[config.mk]
export PLATFORM = sky130hd
export DESIGN_NAME = fft_input_loader
export DESIGN_NICKNAME = d
export VERILOG_FILES = /design/src/rtl/fft_iter_pkg.sv /design/src/rtl/bit_reverse_unit.sv /design/src/rtl/fft_input_loader.sv
export SDC_FILE = /design/constraint.sdc
export NUM_CORES = 1
export LEC_CHECK = 0
export ABC_AREA = 0
export CAP_MARGIN = 20
export CORE_MARGIN = 4
export CORE_UTILIZATION = 49
export DETAILED_ROUTE_END_ITERATION = 10
export PLACE_DENSITY = 0.82
export RECOVER_POWER = 100
export SETUP_SLACK_MARGIN = 0.02
export SYNTH_ARGS = -nofsm -noshare
export SYNTH_HDL_FRONTEND = slang
export SYNTH_HIERARCHICAL = 1
export SYNTH_SLANG_ARGS = --single-unit
[constraint.sdc]
create_clock -name CLK -period 2.5 [get_ports CLK]
set_clock_uncertainty 0.1 [all_clocks]
set_input_delay 0.25 -clock CLK [delete_from_list [all_inputs] [get_ports CLK]]
set_output_delay 0.25 -clock CLK [all_outputs]
set_load 0.02 [all_outputs]
[src/rtl/fft_iter_pkg.sv]
// ---------------------------------------------------------------------------
// fft_iter_pkg
// Shared definitions for the iterative FFT core front/back ends.
//   loader_state_t : sequencing states of the input loader
//   MAX_AWL        : widest address the bit-reversal helper supports
//   bitrev()       : reverses the low 'awl' bits of an address
// ---------------------------------------------------------------------------
package fft_iter_pkg;

  typedef enum logic [2:0] {
    FILL,
    PAD,
    KICK,
    WAIT_ACK,
    WAIT_REL
  } loader_state_t;

  localparam int MAX_AWL = 16;

  // Shifts the source out LSB-first into the result, so after 'awl' steps
  // bit 0 of the input lands in bit awl-1 of the output.
  function automatic logic [MAX_AWL-1:0] bitrev(input logic [MAX_AWL-1:0] n,
                                                input int awl);
    logic [MAX_AWL-1:0] src;
    logic [MAX_AWL-1:0] r;
    src = n;
    r   = '0;
    for (int i = 0; i < MAX_AWL; i++) begin
      if (i < awl) begin
        r   = {r[MAX_AWL-2:0], src[0]};
        src = src >> 1;
      end
    end
    return r;
  endfunction

endpackage

[src/rtl/bit_reverse_unit.sv]
// ---------------------------------------------------------------------------
// bit_reverse_unit
// Combinational AWL-bit address reversal, shared by the FFT loader and
// unloader.
//   addr     : natural-order address
//   rev_addr : addr with its AWL bits reversed
// ---------------------------------------------------------------------------
module bit_reverse_unit
  import fft_iter_pkg::*;
#(
  parameter int AWL = 5
) (
  input  logic [AWL-1:0] addr,
  output logic [AWL-1:0] rev_addr
);

  assign rev_addr = AWL'(bitrev(MAX_AWL'(addr), AWL));

endmodule

[src/rtl/fft_input_loader.sv]
// ---------------------------------------------------------------------------
// fft_input_loader
// Streams complex samples into the FFT core's input RAM two at a time,
// (bit-reversed) addressing, then kicks the core and waits for it to take
// and release the RAM before accepting the next frame.
//   CLK, RST        : clock, synchronous active-high reset
//   EN              : global enable, freezes everything when low
//   s_valid/s_ready/s_data/s_last : input sample stream
//   o_A_DATA/o_B_DATA/o_A_ADDR/o_B_ADDR/o_RAM_Wr : core input-RAM write port
//   i_RAM_BLOCK     : core is reading the input RAM
//   o_START         : one-cycle core start pulse
//   o_frame_err     : one-cycle pulse when s_last disagrees with frame length
// ---------------------------------------------------------------------------
module fft_input_loader
  import fft_iter_pkg::*;
#(
  parameter int IWL         = 32,
  parameter int AWL         = 5,
  parameter int BIT_REVERSE = 1
) (
  input  logic           CLK,
  input  logic           RST,
  input  logic           EN,
  input  logic           s_valid,
  output logic           s_ready,
  input  logic [IWL-1:0] s_data,
  input  logic           s_last,
  output logic [IWL-1:0] o_A_DATA,
  output logic [IWL-1:0] o_B_DATA,
  output logic [AWL-1:0] o_A_ADDR,
  output logic [AWL-1:0] o_B_ADDR,
  output logic           o_RAM_Wr,
  input  logic           i_RAM_BLOCK,
  output logic           o_START,
  output logic           o_frame_err
);

  localparam logic [AWL-1:0] LAST_IDX  = '1;
  localparam logic [AWL-1:0] LAST_EVEN = {{(AWL-1){1'b1}}, 1'b0};
  // The odd partner of an even address: LSB in natural order, MSB when
  // bit-reversed.
  localparam logic [AWL-1:0] ODD_BIT   = (BIT_REVERSE != 0) ?
                                         (AWL'(1) << (AWL-1)) : AWL'(1);

  loader_state_t  state_q, state_d;
  logic [AWL-1:0] n_q, n_d;
  logic [IWL-1:0] held_q, held_d;
  logic [IWL-1:0] a_data_q, a_data_d, b_data_q, b_data_d;
  logic [AWL-1:0] a_addr_q, a_addr_d, b_addr_q, b_addr_d;
  logic           wr_q, wr_d, start_q, start_d, err_q, err_d;

  logic [AWL-1:0] even_idx, even_rev, even_addr, odd_addr;
  logic           xfer, do_write;
  logic [IWL-1:0] pair_a, pair_b;

  // Every write targets the pair containing n, whose even member is n with
  // the LSB cleared; one reversal serves both addresses.
  assign even_idx = {n_q[AWL-1:1], 1'b0};

  bit_reverse_unit #(.AWL(AWL)) u_bit_reverse (
    .addr     (even_idx),
    .rev_addr (even_rev)
  );

  assign even_addr = (BIT_REVERSE != 0) ? even_rev : even_idx;
  assign odd_addr  = even_addr | ODD_BIT;

  assign s_ready = EN & (state_q == FILL) & ~RST;
  assign xfer    = s_valid & s_ready;

  // Pulses are held in their registers while EN is low and only exposed
  // once enabled, so a pending write or start is delayed, never dropped.
  assign o_RAM_Wr    = wr_q & EN;
  assign o_START     = start_q & EN;
  assign o_frame_err = err_q & EN;
  assign o_A_DATA    = a_data_q;
  assign o_B_DATA    = b_data_q;
  assign o_A_ADDR    = a_addr_q;
  assign o_B_ADDR    = b_addr_q;

  // Next-state logic: pairs samples, decides which pair word to write,
  // handles early/missing s_last, then sequences the core handoff.
  always_comb begin
    state_d  = state_q;
    n_d      = n_q;
    held_d   = held_q;
    a_data_d = a_data_q;
    b_data_d = b_data_q;
    a_addr_d = a_addr_q;
    b_addr_d = b_addr_q;
    wr_d     = 1'b0;
    start_d  = 1'b0;
    err_d    = 1'b0;
    do_write = 1'b0;
    pair_a   = '0;
    pair_b   = '0;

    case (state_q)
      FILL: begin
        if (xfer) begin
          if (!n_q[0]) begin
            if (!s_last) begin
              held_d = s_data;
              n_d    = n_q + 1'b1;
            end else begin
              // Frame ended on an even sample: partner is zero.
              do_write = 1'b1;
              pair_a   = s_data;
              err_d    = 1'b1;
              if (n_q == LAST_EVEN) begin
                state_d = KICK;
              end else begin
                n_d     = n_q + AWL'(2);
                state_d = PAD;
              end
            end
          end else begin
            do_write = 1'b1;
            pair_a   = held_q;
            pair_b   = s_data;
            if (n_q == LAST_IDX) begin
              state_d = KICK;
              err_d   = ~s_last;
            end else begin
              n_d = n_q + 1'b1;
              if (s_last) begin
                err_d   = 1'b1;
                state_d = PAD;
              end
            end
          end
        end
      end

      PAD: begin
        do_write = 1'b1;
        if (n_q == LAST_EVEN) begin
          state_d = KICK;
        end else begin
          n_d = n_q + AWL'(2);
        end
      end

      KICK: begin
        start_d = 1'b1;
        state_d = WAIT_ACK;
      end

      WAIT_ACK: begin
        if (i_RAM_BLOCK) state_d = WAIT_REL;
      end

      WAIT_REL: begin
        if (!i_RAM_BLOCK) begin
          n_d     = '0;
          state_d = FILL;
        end
      end

      default: state_d = FILL;
    endcase

    if (do_write) begin
      wr_d     = 1'b1;
      a_data_d = pair_a;
      b_data_d = pair_b;
      a_addr_d = even_addr;
      b_addr_d = odd_addr;
    end
  end

  // State and output registers; EN low freezes all of them.
  always_ff @(posedge CLK) begin
    if (RST) begin
      state_q  <= FILL;
      n_q      <= '0;
      held_q   <= '0;
      a_data_q <= '0;
      b_data_q <= '0;
      a_addr_q <= '0;
      b_addr_q <= '0;
      wr_q     <= 1'b0;
      start_q  <= 1'b0;
      err_q    <= 1'b0;
    end else if (EN) begin
      state_q  <= state_d;
      n_q      <= n_d;
      held_q   <= held_d;
      a_data_q <= a_data_d;
      b_data_q <= b_data_d;
      a_addr_q <= a_addr_d;
      b_addr_q <= b_addr_d;
      wr_q     <= wr_d;
      start_q  <= start_d;
      err_q    <= err_d;
    end
  end

endmodule

==> impl_metrics.ini, run 1 <==
[die]
die_w_um = 104
row_count = 34
die_h_um = 104
initial_utilization = 0.511
io_pins = 116
core-area_mm2 = 0.00885
design.die.area_mm2 = 0.0108

[logic_synthesis]
synth_top_cells_by_area = dfxtp_1 50%, a22o_1 6.4%, o2bb2ai_1 6.2%
synth_top_flop_cell = dfxtp_1
synth_edf_count = 0
synth.net_count = 514
yosysTopAreaCell = dfxtp_1
ys_async_sr_fraction = 0
syn_area_mm2 = 0.00452
ys_types = 53
syn_avg_cell_area_um2 = 9.57
synth_top_cell_area_share = 0.501
yosysSeqAreaShare = 0.501
syn_inst = 472
yosysWarnings = 6
synth.ff_latch_count = 113

[critical_path]
critPathArrivalTime_ns = 2.63
critPathLaunchType = register
r2r_slack_ns = 0.18
worstSetupPathType = reg -> reg
cp_slowest_cell = dfxtp_1
critPathRequiredTime_ns = 2.81
regToRegStartpoint = n_q[0]
cpMostUsedCell = ha_1
reg2reg_depth = 8
critPathMaxFanout = 6
path_cells = ha_1 > and3_2 > ha_1 > nand2_2 > a22o_1 > a211oi_4 > o21ai_1 > a221oi_2
r2r_end = state_q[1]
crit_path_max_incr_delay_ns = 0.40
critPathCaptureType = register

[layout]
fin_nets = 616
syn_to_final_growth_pct = 38.6
drive_gt1_frac = 0.106
seq_area_mm2 = 0.00226
design_area_mm2 = 0.00626
fillers = 656
n_antenna_cell = 0
multi_input_area_mm2 = 0.00199

[drt]
vias = 4076
drt_first_pass_iters = 5
drc = 0
wirelength_mm = 12.4
drtIter0Drc = 199
ant_nets = 0
routed_via_density = 5.86
wl_per_cell_um = 17.8

[flow_run]
cap_violations = 0

[placement]
dpl_cell_area_mm2 = 0.00569
dp_hpwl_mm = 7.98
port_buffers = 115
place.gp.congestion = 0.837

[worst_hold_path]
min_path_cells = 3
holdPathEnd = held_q[6]
hold_path_startpoint = s_data[6]
hp-class = in -> reg

[timing]
worst_slew_pin_slew_ns = 0.752
fin_setup_tns_ns = 0
slew_violations = 0
rsz0062_at_grt = no
fin_crit_sh = 0.928
setup_violations = 0
slew_headroom = 0.497
max_freq_ghz = 0.431
timing_hold_violations_final = 0
period_minus_slack_ns = 2.32

[grt]
grt_pass1_wl_mm = 20.7
grt_pass1_vias = 4144
track_usage = 0.233
overflow = 0
grt_max_degree = 43
antenna_found_initial = 0

[clocking]
cts_setup_buffers = 0
path_clk_slew_ns = 0.06
cts_buffers = 17
cts_max_path_buffers = 2
cts_root_buf = clkbuf_8
cts_tree = built
cts.sinks = 113
clk_latency_ns = 0.50
cts_htree_levels = 4

[outcome]
outcome = finished, final reports clean

[power]
p_per_area_mw_per_mm2 = 733
irDropWorstVdd_mv = 0.346
p_leak_nw = 2.52
-- sequential cells by signal, summed over array words and instances (netlist names), 3 cells and up --
register	cells
o_A_ADDR	5
o_A_DATA	32
state_q	3
o_B_DATA	32
n_q	5
held_q	32
-- through the flow --
stage | total power, mW | setup slack, ns | hold WS, ns | cells | utilization
4_1_cts | 4.63 | 0.120 | 0.248 | 695 | 0.710
3_5_place_dp | 2.29 | 0.164 | 0.347 | 662 | 0.643
6_report | 4.59 | 0.179 | 0.260 | 695 | 0.708
2_1_floorplan | 2.11 | 0.414 | 0.276 | 472 | -
5_1_grt | 4.74 | 0.0604 | 0.260 | 695 | 0.708
3_3_place_gp | 2.28 | 0.254 | 0.333 | 662 | 0.643
-- cell families after synthesis --
kind of cell	share of synthesized area
AO/OA/AOI/OAI	0.274
AND/OR/NAND/NOR	0.131
flip-flops	0.501
buffers and inverters	0.0590
multiplexers	0.0177
adder cells (fa/ha/maj)	0.0111
XOR/XNOR	0.00582
other	0.000830
-- cell usage after synthesis (all sizes together), types with 8 or more instances --
cell type / n
a21oi: 39
a22o: 33
a22oi: 32
buf: 35
clkbuf: 14
dfxtp: 113
mux2i: 8
nand2: 74
nor2: 21
o21ai: 9
o2bb2ai: 32
-- routing by layer --
| layer | vias up | GRT usage | share of wire |
|---|---|---|---|
| met5 | - | 0 | 0 |
| met4 | 0 | 0.0893 | 0.019 |
| met3 | 22 | 0.0770 | 0.076 |
| met2 | 172 | 0.391 | 0.50 |
| met1 | 1975 | 0.275 | 0.41 |
| li1 | 1907 | - | - |
-- report_power, final --
group / switching (mW) / internal (mW) / leakage [nW]
Sequential: 0.0262 / 1.84 / 0.914
Combinational: 0.218 / 0.159 / 1.33
Clock: 0.837 / 1.51 / 0.281
Total: 1.08 / 3.51 / 2.52
-- layout make-up --
type / instances / share of cell area
well taps: 108 / 0.0216
repair buffers: 132 / 0.204
clock buffers: 18 / 0.0667
flip-flops and latches: 113 / 0.361
multi-input cells: 306 / 0.318
inverters: 4 / 0.00240
clock inverters: 14 / 0.0262
-- how the worst max path moves through the flow --
stage | startpoint | end | slack, ns | depth (start not counted)
finish | n_q[0] | state_q[1] | 0.18 | 8
global route | n_q[0] | o_A_ADDR[3] | 0.06 | 7
detailed placement | n_q[1] | state_q[1] | 0.16 | 8
floorplan | n_q[1] | state_q[1] | 0.41 | 8
CTS | n_q[1] | state_q[1] | 0.12 | 8
global placement | n_q[1] | state_q[1] | 0.25 | 8
-- layout by cell type (no fill, tap or decap), types with 3 or more instances in the layout --
cell type,count
o2bb2ai_1,32
inv_1,4
clkinv_2,5
nor3b_1,3
and2_1,3
clkdlybuf4s50_1,36
a21oi_1,39
bufinv_16,3
o211ai_1,4
a22o_1,33
mux2i_1,8
nor2b_1,3
o21ai_0,7
dfxtp_1,112
ha_1,4
a22oi_1,32
nand3b_1,4
clkbuf_16,16
nand2_1,73
nor2_1,18
buf_4,12
dlygate4sd3_1,78
nand2b_1,3
clkinvlp_4,3
-- repair_timing --
item	4_1_cts	5_1_grt
endpoints found under the hold margin	1	0
hold buffers	1	0
setup endpoints to repair	0	3
resized for setup	0	3
-- worst max-delay path, delay by kind of cell (launching register included) --
family | cells | cell delay (ns)
AO/OA/AOI/OAI | 4 | 1.04
AND/OR/NAND/NOR | 2 | 0.31
flip-flops | 1 | 0.40
adder cells (fa/ha/maj) | 2 | 0.38
No activity file was read; power rests on OpenSTA's default activity.
==> run 2, diff against run 1 <==
Settings changed: MAX_ROUTING_LAYER set to met4.
==> run 2 against run 1 <==
Effect of this change:
- worst hold slack better by 0.0014 ns
- global-route usage up 0.62 points
- non-clock buffer count stayed put
- final cell count did not move
- clock-buffer cell count did not move
- maximum frequency down 0.24%
- sequential power hardly changed
- die area unchanged
- routed wire length is 0.26% higher
- final area stayed put
- total power is essentially flat
==> impl_metrics.ini, run 2 (synthesis gave the netlist of run 1 again) <==
[power]
p_int_mw = 3.51
p_leak_nw = 2.52
comb_power_share = 0.082
p_per_area_mw_per_mm2 = 733
p_sw_mw = 1.08
sw_frac_of_total = 0.235
power_frac_clock = 0.511
irDropWorstVdd_mv = 0.344
sequentialPowerShare = 0.407

[drt]
vias = 4093
routed_via_density = 5.89
wl_per_cell_um = 17.9
drt_first_pass_iters = 5
ant_nets = 0
wirelength_mm = 12.4
drtIter0Drc = 214
drc = 0

[critical_path]
crit_path_max_incr_delay_ns = 0.40
critPathCaptureType = register
cpMostUsedCell = ha_1
worstSetupPathType = reg -> reg
critPathRequiredTime_ns = 2.81
cp_slowest_cell = dfxtp_2
path_cells = ha_1 > and3_2 > ha_1 > nand2_2 > a22o_1 > a211oi_4 > o21ai_1 > a221oi_2
critPathMaxFanout = 7
cp_top_family = compound AO/OA/AOI/OAI gates
critPathLaunchType = register
path_buf_inv = 0
critPathArrivalTime_ns = 2.64

[layout]
fin_util = 0.708
fin_nets = 616
final_cell_mix = 112 x dfxtp_1, 78 x dlygate4sd3_1, 73 x nand2_1
syn_to_final_growth_pct = 38.6
mostFrequentLayoutCell = dfxtp_1
multi_input_area_mm2 = 0.00199
n_antenna_cell = 0
fillers = 656
drive_gt1_frac = 0.106
seq_area_mm2 = 0.00226

[timing]
period_minus_slack_ns = 2.33
rsz0062_at_grt = no
fin_crit_sh = 0.931
max_freq_ghz = 0.430
slew_headroom = 0.494
fin_setup_tns_ns = 0
setup_violations = 0
worst_slew_pin_slew_ns = 0.757
timing_hold_violations_final = 0
slew_violations = 0
fin_ws_ns = 0.173

[grt]
overflow = 0
antenna_found_initial = 0
track_usage = 0.239
grt_pass1_vias = 4145
grt_pass1_wl_mm = 20.7
grt_max_degree = 43

[die]
io_pins = 116
core-area_mm2 = 0.00885
row_count = 34
initial_utilization = 0.511
design.die.area_mm2 = 0.0108
die_w_um = 104
die_h_um = 104

[clocking]
cts_tree = built
cts_root_buf = clkbuf_8
cts_htree_levels = 4
path_clk_slew_ns = 0.06
cts.sinks = 113
cts_buffers = 17
clk_latency_ns = 0.50
cts_max_path_buffers = 2

[worst_hold_path]
hp-class = in -> reg

[placement]
place.gp.congestion = 0.850
port_buffers = 115
dp_slack_ns = 0.164
dp_hpwl_mm = 7.98

[outcome]
outcome = finished, final reports clean

[flow_run]
cap_violations = 0
[run 2: repair_timing]
action                     in CTS  in global routing
buffers inserted                0                  0
hold buffers                    1                  0
hold endpoints to repair        1                  0
setup endpoints to repair       0                  3
resized for setup               0                  3
[run 2: worst paths after layout]
check,slack (ns),start,endpoint,depth (start not counted)
setup / recovery,0.17,n_q[1],state_q[1],8
hold reg to reg,0.35,err_q,err_q,2
hold / removal,0.26,s_data[6],held_q[6],3
setup reg to reg,0.17,n_q[1],state_q[1],8
[run 2: power groups by stage]
stage | Clock [mW] | Sequential, mW | Combinational [mW]
floorplan | 0 | 1.93 | 0.178
global placement | 0 | 1.91 | 0.374
detailed placement | 0 | 1.91 | 0.382
CTS | 2.37 | 1.87 | 0.388
global route | 2.46 | 1.87 | 0.407
finish | 2.34 | 1.87 | 0.377
[run 2: cell type report]
class | instances | share of cell area
inverter | 4 | 0.00240
sequential | 113 | 0.361
multi-input combinational | 306 | 0.318
clock buffer | 18 | 0.0667
clock inverter | 14 | 0.0262
timing repair buffer | 132 | 0.204
tap | 108 | 0.0216
[run 2: metal layers]
| layer | share of wire | wire, um | track usage |
|---|---|---|---|
| met2 | 0.50 | 6220 | 0.393 |
| met5 | 0 | 0 | - |
| met1 | 0.42 | 5160 | 0.276 |
| met4 | 0.017 | 208 | 0.0950 |
| met3 | 0.068 | 839 | 0.0677 |
[run 2: through the flow]
| stage | instances | hold WS [ns] | cell area (um2) | power, mW |
|---|---|---|---|---|
| after floorplan | 472 | 0.276 | 4520 | 2.11 |
| after global placement | 662 | 0.333 | 5690 | 2.28 |
| after detailed placement | 662 | 0.347 | 5690 | 2.29 |
| after CTS | 695 | 0.248 | 6280 | 4.63 |
| after global routing | 695 | 0.263 | 6260 | 4.74 |
| final | 695 | 0.261 | 6260 | 4.59 |
[run 2: worst min-delay path: cells and delay by family]
| kind | cells | cell delay [ns] |
|---|---|---|
| AOI/OAI and AO/OA | 1 | 0.05 |
| buffers and inverters | 1 | 0.44 |
| and+or+nand+nor | 1 | 0.07 |
==> run 3, diff against run 2 <==
Settings changed: GPL_TIMING_DRIVEN set to 0.
==> run 3 against run 2 <==
Effect of this change:
- combinational power increased by 4%
- maximum frequency decreased by 0.27%
- flip-flop and latch count unchanged
- largest power group unchanged
- first-iteration DRC count increased by 6.1%
- non-clock buffer count increased by 32
- worst hold slack got worse by 0.0050 ns
- sequential power about the same
- final area increased by 1.8%
==> impl_metrics.ini, run 3 (synthesis gave the netlist of run 1 again) <==
[grt]
grt_pass1_vias = 4363
antenna_found_initial = 0
grt_pass1_wl_mm = 21.9
overflow = 0
grt_max_degree = 17
track_usage = 0.256

[placement]
dpl_cell_area_mm2 = 0.00580
port_buffers = 114
place.gp.congestion = 0.906
dp_cells = 694
dp_hpwl_mm = 9.28

[critical_path]
critPathRequiredTime_ns = 2.15
r2r_slack_ns = 0.17
critPathCaptureType = output pin
critPathArrivalTime_ns = 1.98
regToRegStartpoint = n_q[1]
reg2reg_depth = 8
r2r_end = state_q[1]
worstSetupPathType = in -> out
critPathLaunchType = input pin
critPathMaxFanout = 10

[layout]
syn_to_final_growth_pct = 41.1
fillers = 668
drive_gt1_frac = 0.116
multi_input_area_mm2 = 0.00198
fin_nets = 648
final_cell_mix = 113 x dfxtp_1, 77 x dlygate4sd3_1, 73 x nand2_1
seq_area_mm2 = 0.00226
design_area_mm2 = 0.00638
n_antenna_cell = 0
finalNonFillerCells = 727
mostFrequentLayoutCell = dfxtp_1

[worst_hold_path]
hold_path_startpoint = RST
hp-class = in -> reg
min_path_cells = 3
holdPathEnd = start_q

[die]
die_h_um = 104
row_count = 34
core-area_mm2 = 0.00885
io_pins = 116
initial_utilization = 0.511
die_w_um = 104
design.die.area_mm2 = 0.0108

[timing]
fin_crit_sh = 0.933
setup_violations = 0
fin_setup_tns_ns = 0
timing_hold_violations_final = 0
timing.hold.ws_ns = 0.256
slew_headroom = 0.494
max_freq_ghz = 0.429
slew_violations = 0
rsz0062_at_grt = no
period_minus_slack_ns = 2.33
worst_slew_pin_slew_ns = 0.756

[clocking]
cts_htree_levels = 4
cts_buffers = 17
cts_tree = built
path_clk_slew_ns = 0.06
cts.sinks = 113
cts_root_buf = clkbuf_8
cts_max_path_buffers = 2
clk_latency_ns = 0.51

[drt]
drt_first_pass_iters = 5
routed_via_density = 5.80
vias = 4215
drc = 0
drtIter0Drc = 227
ant_nets = 0
wirelength_mm = 13.4
wl_per_cell_um = 18.5

[flow_run]
cap_violations = 0

[power]
p_per_area_mw_per_mm2 = 731
irDropWorstVdd_mv = 0.439
p_leak_nw = 2.60

[outcome]
outcome = finished, final reports clean
## run 3: critical path, stage by stage
cell             delay [ns]
clkdlybuf4s50_1        0.51
clkbuf_1               0.37
and2_1                 0.19
dlygate4sd3_1          0.67
## run 3: routing by layer
| metal | vias to the layer above | share of wire | track usage |
|---|---|---|---|
| met5 | - | 0 | - |
| met3 | 23 | 0.058 | 0.0646 |
| met1 | 2058 | 0.43 | 0.311 |
| met4 | 0 | 0.015 | 0.0826 |
| met2 | 161 | 0.50 | 0.418 |
| li1 | 1973 | - | - |
## run 3: final cells by class
cell class / instances / area share
Sequential cell: 113 / 0.355
Multi-Input combinational cell: 306 / 0.311
Timing Repair Buffer: 115 / 0.180
Clock buffer: 20 / 0.0683
Buffer: 49 / 0.0385
Clock inverter: 12 / 0.0249
Tap cell: 108 / 0.0212
Inverter: 4 / 0.00235
## run 3: where the power goes
| group | internal, mW | switching [mW] |
|---|---|---|
| combinational | 0.158 | 0.232 |
| sequential | 1.84 | 0.0241 |
| clock | 1.55 | 0.859 |
| total | 3.55 | 1.12 |
## run 3: timing repair
action | CTS | global route
hold buffers | 1 | 0
setup buffers | 0 | 0
hold endpoints to repair | 1 | 0
resized for setup | 0 | 1
setup endpoints to repair | 0 | 1
## run 3: through the flow
stage           util  worst slack, ns  power, mW
2_1_floorplan      -            0.414       2.11
3_3_place_gp   0.655           0.0676       2.29
3_5_place_dp   0.655           0.0430       2.30
4_1_cts        0.723           0.0244       4.68
5_1_grt        0.721           0.0273       4.81
6_report       0.721            0.167       4.66
## run 3: how the worst max path moves through the flow
| stage | start | end | slack, ns | cells past startpoint |
|---|---|---|---|---|
| 2_1_floorplan | n_q[1] | state_q[1] | 0.41 | 8 |
| 3_3_place_gp | s_last | o_B_DATA[31] | 0.07 | 8 |
| 3_5_place_dp | s_last | o_B_DATA[31] | 0.04 | 8 |
| 4_1_cts | state_q[0] | s_ready | 0.02 | 4 |
| 5_1_grt | n_q[1] | state_q[2] | 0.03 | 8 |
| 6_report | EN | o_frame_err | 0.17 | 4 |
